===== src/rtl/fetch_unit.sv =====
// Instruction fetch front end.
// Issues sequential PCs to the instruction memory, keeps the number of granted
// but unreturned requests within both a fixed cap and the fetch queue's free
// slots, and pushes {pc, instr} pairs into the fetch queue. A redirect reloads
// both PCs and turns every request still in flight into a stale one whose
// response is silently consumed when it comes back.

module fetch_unit #(
    parameter int unsigned           pc_width_p        = 32,
    parameter int unsigned           instr_width_p     = 32,
    parameter logic [pc_width_p-1:0] reset_pc_p        = 32'h0000_0000,
    parameter int unsigned           max_outstanding_p = 2,
    parameter int unsigned           fq_els_p          = 16
) (
    input  logic                                clk_i,
    input  logic                                reset_ni,

    input  logic                                redirect_i,
    input  logic [pc_width_p-1:0]               redirect_pc_i,

    output logic                                imem_req_o,
    output logic [pc_width_p-1:0]               imem_addr_o,
    input  logic                                imem_gnt_i,
    input  logic                                imem_rvalid_i,
    input  logic [instr_width_p-1:0]            imem_rdata_i,

    input  logic [$clog2(fq_els_p):0]           fq_free_i,
    output logic                                fq_wr_o,
    output logic [pc_width_p+instr_width_p-1:0] fq_wr_data_o
);

    // Counter and comparison widths. Both counters hold 0..max_outstanding_p;
    // the credit compare is done at the wider of the counter and free-slot widths.
    localparam int unsigned cnt_w_lp  = $clog2(max_outstanding_p + 1);
    localparam int unsigned free_w_lp = $clog2(fq_els_p) + 1;
    localparam int unsigned cmp_w_lp  = (cnt_w_lp > free_w_lp) ? cnt_w_lp : free_w_lp;

    localparam logic [cnt_w_lp-1:0]   max_out_lp  = cnt_w_lp'(max_outstanding_p);
    localparam logic [cnt_w_lp-1:0]   cnt_one_lp  = cnt_w_lp'(1'b1);
    localparam logic [cnt_w_lp-1:0]   cnt_zero_lp = cnt_w_lp'(1'b0);
    localparam logic [pc_width_p-1:0] pc_step_lp  = pc_width_p'(32'd4);

    typedef enum logic [0:0] {
        BOOT_S  = 1'b0,
        FETCH_S = 1'b1
    } state_e;

    // Architectural state
    state_e                  state_q,       state_d;
    logic [pc_width_p-1:0]   req_pc_q,      req_pc_d;
    logic [pc_width_p-1:0]   rsp_pc_q,      rsp_pc_d;
    logic [cnt_w_lp-1:0]     outstanding_q, outstanding_d;
    logic [cnt_w_lp-1:0]     drop_cnt_q,    drop_cnt_d;

    // Combinational control
    logic                    fetching_s;
    logic [cmp_w_lp-1:0]     out_ext_s;
    logic [cmp_w_lp-1:0]     free_ext_s;
    logic                    req_s;
    logic                    grant_s;
    logic                    rsp_taken_s;
    logic                    retire_s;
    logic                    push_s;
    logic                    discard_s;
    logic [cnt_w_lp-1:0]     in_flight_left_s;

    assign fetching_s = (state_q == FETCH_S);
    assign out_ext_s  = cmp_w_lp'(outstanding_q);
    assign free_ext_s = cmp_w_lp'(fq_free_i);

    // A request may only go out while it can still be guaranteed a queue slot
    // on return, so the in-flight count must stay strictly below the free count.
    assign req_s   = fetching_s
                   & ~redirect_i
                   & (outstanding_q < max_out_lp)
                   & (out_ext_s < free_ext_s);
    assign grant_s = req_s & imem_gnt_i;

    // A returning response always retires one in-flight slot. The non-zero
    // guard only protects the counter against a spurious response.
    assign rsp_taken_s = imem_rvalid_i & (outstanding_q != cnt_zero_lp);
    assign retire_s    = rsp_taken_s & ~redirect_i;

    // Live responses are pushed; those issued before a redirect are discarded.
    assign push_s    = fetching_s & imem_rvalid_i & ~redirect_i & (drop_cnt_q == cnt_zero_lp);
    assign discard_s = imem_rvalid_i & ~redirect_i & (drop_cnt_q != cnt_zero_lp);

    // On a redirect, everything still in flight after this cycle's response is stale.
    assign in_flight_left_s = rsp_taken_s ? (outstanding_q - cnt_one_lp) : outstanding_q;

    // BOOT lasts exactly one cycle after reset release; FETCH is held until reset.
    always_comb begin
        state_d = state_q;
        case (state_q)
            BOOT_S:  state_d = FETCH_S;
            FETCH_S: state_d = FETCH_S;
            default: state_d = BOOT_S;
        endcase
    end

    // Next-state for the PCs and the in-flight/stale counters; redirect dominates.
    always_comb begin
        req_pc_d      = req_pc_q;
        rsp_pc_d      = rsp_pc_q;
        outstanding_d = outstanding_q;
        drop_cnt_d    = drop_cnt_q;
        if (redirect_i) begin
            req_pc_d      = redirect_pc_i;
            rsp_pc_d      = redirect_pc_i;
            outstanding_d = in_flight_left_s;
            drop_cnt_d    = in_flight_left_s;
        end else begin
            if (grant_s) begin
                req_pc_d = req_pc_q + pc_step_lp;
            end else begin
                req_pc_d = req_pc_q;
            end

            if (push_s) begin
                rsp_pc_d = rsp_pc_q + pc_step_lp;
            end else begin
                rsp_pc_d = rsp_pc_q;
            end

            if (discard_s) begin
                drop_cnt_d = drop_cnt_q - cnt_one_lp;
            end else begin
                drop_cnt_d = drop_cnt_q;
            end

            // A grant and a response in the same cycle cancel out.
            case ({grant_s, retire_s})
                2'b10:   outstanding_d = outstanding_q + cnt_one_lp;
                2'b01:   outstanding_d = outstanding_q - cnt_one_lp;
                default: outstanding_d = outstanding_q;
            endcase
        end
    end

    // State register with asynchronous active-low reset.
    always_ff @(posedge clk_i or negedge reset_ni) begin
        if (!reset_ni) begin
            state_q       <= BOOT_S;
            req_pc_q      <= reset_pc_p;
            rsp_pc_q      <= reset_pc_p;
            outstanding_q <= cnt_zero_lp;
            drop_cnt_q    <= cnt_zero_lp;
        end else begin
            state_q       <= state_d;
            req_pc_q      <= req_pc_d;
            rsp_pc_q      <= rsp_pc_d;
            outstanding_q <= outstanding_d;
            drop_cnt_q    <= drop_cnt_d;
        end
    end

    assign imem_req_o   = req_s;
    assign imem_addr_o  = req_pc_q;
    assign fq_wr_o      = push_s;
    assign fq_wr_data_o = {rsp_pc_q, imem_rdata_i};

endmodule


===== config.mk =====
export PLATFORM = sky130hd
export DESIGN_NAME = fetch_unit
export DESIGN_NICKNAME = d
export VERILOG_FILES = /design/src/rtl/fetch_unit.sv
export SDC_FILE = /design/constraint.sdc
export NUM_CORES = 1
export LEC_CHECK = 0
export ABC_AREA = 1
export CORE_MARGIN = 2
export CORE_UTILIZATION = 25
export DETAILED_ROUTE_END_ITERATION = 6
export PLACE_DENSITY = 0.54
export RECOVER_POWER = 25
export SLEW_MARGIN = 20
export SYNTH_ARGS = -nofsm -noshare
export SYNTH_HDL_FRONTEND = slang
export SYNTH_SLANG_ARGS = --single-unit

===== constraint.sdc =====
create_clock -name clk_i -period 2.8 [get_ports clk_i]
set_clock_uncertainty 0.2 [all_clocks]
set_input_delay 0.28 -clock clk_i [delete_from_list [all_inputs] [get_ports clk_i]]
set_output_delay 0.28 -clock clk_i [all_outputs]
set_load 0.03 [all_outputs]

* Word-level counts from Yosys, hierarchy flattened
Index checks and enable logic that the tools add are counted. W data, S select, Z words.
Storage, ports and cells: register bits 69, input port bits 74, output and inout bits 98, logic and storage cells 42
Cells by class: $add $sub $neg 5, order comparisons 2, equality and inequality tests 2, multiplexer cells 9, bitwise operators 12, reduce and logical (&&, ||, !) cells 7
Operators with widths (count):
- $mux W32 | 4
- $add A32 B3 Y32 const B | 2
- $and A1 B1 Y1 | 11
- $reduce_bool A2 Y1 | 5
- $mux W2 | 4
- $lt A2 B5 Y1 | 1
- $pmux W2 S2 | 1
- $sub A2 B1 Y2 const B | 2
- $reduce_bool A3 Y1 | 1
- $add A2 B1 Y2 const B | 1
- $eq A2 B1 Y1 const B | 1
- $eq A2 B2 Y1 const B | 1
- $logic_not A2 Y1 | 1
- $lt A2 B2 Y1 const B | 1
- $not A1 Y1 | 1

* Logic depth before layout (Yosys ltp)
depth after elaboration 8, mapped depth 12, depth with buffers taken out 11

* Worst setup path after synthesis
Ideal clock, no wire load.
path kind reg-to-reg, start point register rsp_pc_q[2], end point register rsp_pc_q[20], library setup time 0.118 ns, arrival time 1.556 ns, data required time 2.482 ns, setup slack 0.926 ns, cell stages (with the launch flop) 11, buffers on the path 0, period minus slack after synthesis 1.874 ns, path through dfrtp_1 -> ha_1 -> nand3_2 -> inv_2 -> nand2_4 -> nor2_8 -> nand2_2 -> nor2_1 -> nand2_1 -> nand3_1 -> nand2_1
On the way: word-level cells in the longest chain between the ends 3
RTL lines:
- start: declaration | RTL line 51 | logic [pc_width_p-1:0] rsp_pc_q, rsp_pc_d;
- start signal: assignment | RTL line 145 | rsp_pc_q <= reset_pc_p;
- start signal: assignment | RTL line 151 | rsp_pc_q <= rsp_pc_d;
- $add A32 B3 Y32 | RTL line 120 | rsp_pc_d = rsp_pc_q + pc_step_lp;
- $mux W32 | RTL line 119 | if (push_s) begin
- $mux W32 | RTL line 107 | if (redirect_i) begin
Every way passes these cells. The select of a mux whose other input is x is not followed. A chain may end at the register's enable or synchronous reset.

* Worst setup path after layout
start point register drop_cnt_q[0], end point output port fq_wr_o
On the way: word-level cells in the longest chain between the ends 2
RTL lines:
- start: declaration | RTL line 53 | logic [cnt_w_lp-1:0] drop_cnt_q, drop_cnt_d;
- start signal: assignment | RTL line 147 | drop_cnt_q <= cnt_zero_lp;
- start signal: assignment | RTL line 153 | drop_cnt_q <= drop_cnt_d;
- $logic_not A2 Y1 | RTL line 85 | assign push_s = fetching_s & imem_rvalid_i & ~redirect_i & (drop_cnt_q == cnt_zero_lp);
- $and A1 B1 Y1 | RTL line 85
- end: declaration | RTL line 28 | output logic fq_wr_o,
Every way passes these cells.

==> flow_summary.toml <==
[grt]
grt_pass1_vias = 4843
grt_max_degree = 70
track_usage_pct = 16.6
antenna_found_initial = 0
grt_pass1_wl_um = 27800
gr-total-overflow = 0

[cts]
post_cts_resized = 0
postCtsSetupRepairBufs = 0
cts_tree = "yes"
cts_hold_buf = 1
clk_latency_ns = 0.34
clockBufferDepth = 2
cts_sinks = 69
root_buffer = "clkbuf_16"
clkSlewWorstSetupHoldPaths_ns = 0.06
cts-buffers-inserted = 9
h-tree-depth = 3

[yosys]
synth.largest_area_cell = "dfrtp_1"
yosysWarnings = 0
synth-async-reset-ratio_pct = 100
syn_nets = 831
synth-edff-count = 0
ys_seq_elements = 69
synth_cell_types = 44
syn_avg_cell_area_um2 = 6.76
netlist_instances = 752
synthTopCellsByArea = "dfrtp_1, nand2_1, nand3_1"
yosysSeqAreaShare_pct = 33.9
syn_area_um2 = 5090
synth_top_area_share_pct = 33.9
synth_top_flop_cell = "dfrtp_1"

[outcome]
violations = "max-capacitance violations, max-slew violations"
status = "finished, violations left"

[placement]
dp_hpwl_um = 13700
place.gp.congestion = 0.872
portBuffers = 107
place_inst = 1088
pre_cts_slack_ns = 0.440

[pwr]
irDropWorstVdd_v = 0.000270
p_leak_nw = 2.89
power_per_cell_area_nw_per_um2 = 602

[timing]
finalSetupViolations = 0
relSlewSlack_pct = -10.4
fin_ws_ns = 0.541
rsz0062_at_grt = "no"
timing.fmax_ghz = 0.443
max_slew.worst_pin.slew_ns = 1.66
slew_violations = 70
post-route-min-period_ns = 2.26
layout_worst_path_cycle_share_pct = 80.7
hold_viol = 0
setup_tns_ns = 0

[critical_path]
critPathMaxFanout = 19
start_kind = "register"
r2r_slack_ns = 0.76
critical_path_class = "register to output pin"
rr_worst_depth = 8
endpoint_kind = "output pin"
cp.required_ns = 2.32
timing.rr.start = "outstanding_q[1]"
crit_arrival_ns = 1.78
reg2reg_to = "imem_addr_o[11]"

[route]
wire_per_inst_um = 15.9
ant_nets = 0
vias = 5086
drtPass1Iterations = 5
drt_iter0_drc = 364
vias_per_cell = 4.61
wl_um = 17500
remaining_drc_errors = 0

[final_layout]
final_cell_mix = "nand2_1, clkdlybuf4s50_1, inv_1, dfrtp_1, nor2_1"
mostFrequentLayoutCell = "nand2_1"
syn_to_final_growth_pct = 27.7
antenna_cells = 0
drive_above_1_share_pct = 8.39
fin_cells = 1104
final_nets = 909

[floorplan]
die_x_um = 147
die_area_um2 = 21500
design.core.area_um2 = 20100
rows = 52
dieHeight_um = 147
io_pins = 172
start_util_pct = 25.3

[flow_run]
maxCapViolations = 1

[worst_hold_path]
holdPathStages = 2
hold_path.class = "register to register"
min_to = "rsp_pc_q[0]"
hold_start = "rsp_pc_q[0]"
-- synth_stat cells, drive strengths merged (4+ instances only) --
library cell,number
xor2,13
dfrtp,69
nand2,279
nand4,15
a21boi,5
buf,43
a21oi,7
nor2,81
ha,5
nand3,63
o21ai,29
clkbuf,4
xnor2,8
o211ai,12
inv,80
nand3b,5
o21bai,4
nor3,16
-- metal layers --
layer	track usage, %	up-vias	wire length [µm]
met3	3.44	17	983
met1	22.7	2384	8200
met5	0	-	0
met4	4.90	0	300
met2	26.5	164	8030
li1	-	2521	-
-- through the flow --
stage	instance area (µm²)	hold slack [ns]	total power [mW]	util, %
2_1_floorplan	5090	-0.216	2.26	-
3_3_place_gp	6200	0.152	2.73	30.8
3_5_place_dp	6200	0.146	2.73	30.8
4_1_cts	6510	0.277	3.95	32.4
5_1_grt	6490	0.312	4.14	32.3
6_report	6490	0.270	3.91	32.3
-- power by group --
group	switching (mW)	internal [mW]	total [mW]
combinational	0.798	0.520	1.32
clock	0.472	0.731	1.20
sequential	0.239	1.15	1.39
-- cell type report --
type | instances | area, µm²
flip-flops and latches | 69 | 1730
inverters | 82 | 309
multi-input cells | 554 | 2710
clock buffers | 11 | 253
fillers | 2179 | 13600
clock inverters | 4 | 47.5
well taps | 270 | 338
repair buffers | 114 | 1110
-- logic make-up after synthesis --
group	count (synthesis)	share of synthesized area, %
other	1	0.0737
XOR/XNOR	21	3.62
buffers and inverters	129	12.8
AND/OR/NAND/NOR	462	40.3
flip-flops	69	33.9
adder cells (fa/ha/maj)	5	1.23
AO/OA/AOI/OAI	64	7.77
multiplexers	1	0.197
-- flip-flops by register name, summed over array words and instances, names as in the netlist --
name / count
rsp_pc_q: 32
drop_cnt_q: 2
fetching_s: 1
outstanding_q: 2
imem_addr_o: 32
-- critical path: stages (launching register included) --
cell	delay (ns)
dfrtp_1	0.38
inv_1	0.06
ha_1	0.20
nand4_4	0.18
inv_2	0.36
buf_4	0.24
-- worst max-delay path by stage --
| stage | start | end | slack, ns | cells past startpoint |
|---|---|---|---|---|
| floorplan | rsp_pc_q[2] | rsp_pc_q[20] | 0.93 | 10 |
| global placement | fq_free_i[1] | imem_addr_o[11] | 0.46 | 10 |
| detailed placement | fq_free_i[1] | imem_addr_o[11] | 0.44 | 10 |
| CTS | drop_cnt_q[0] | fq_wr_o | 0.50 | 5 |
| global route | reset_ni | imem_addr_o[27] | 0.27 | 3 |
| finish | drop_cnt_q[0] | fq_wr_o | 0.54 | 5 |
No activity file was read; power rests on OpenSTA's default activity.
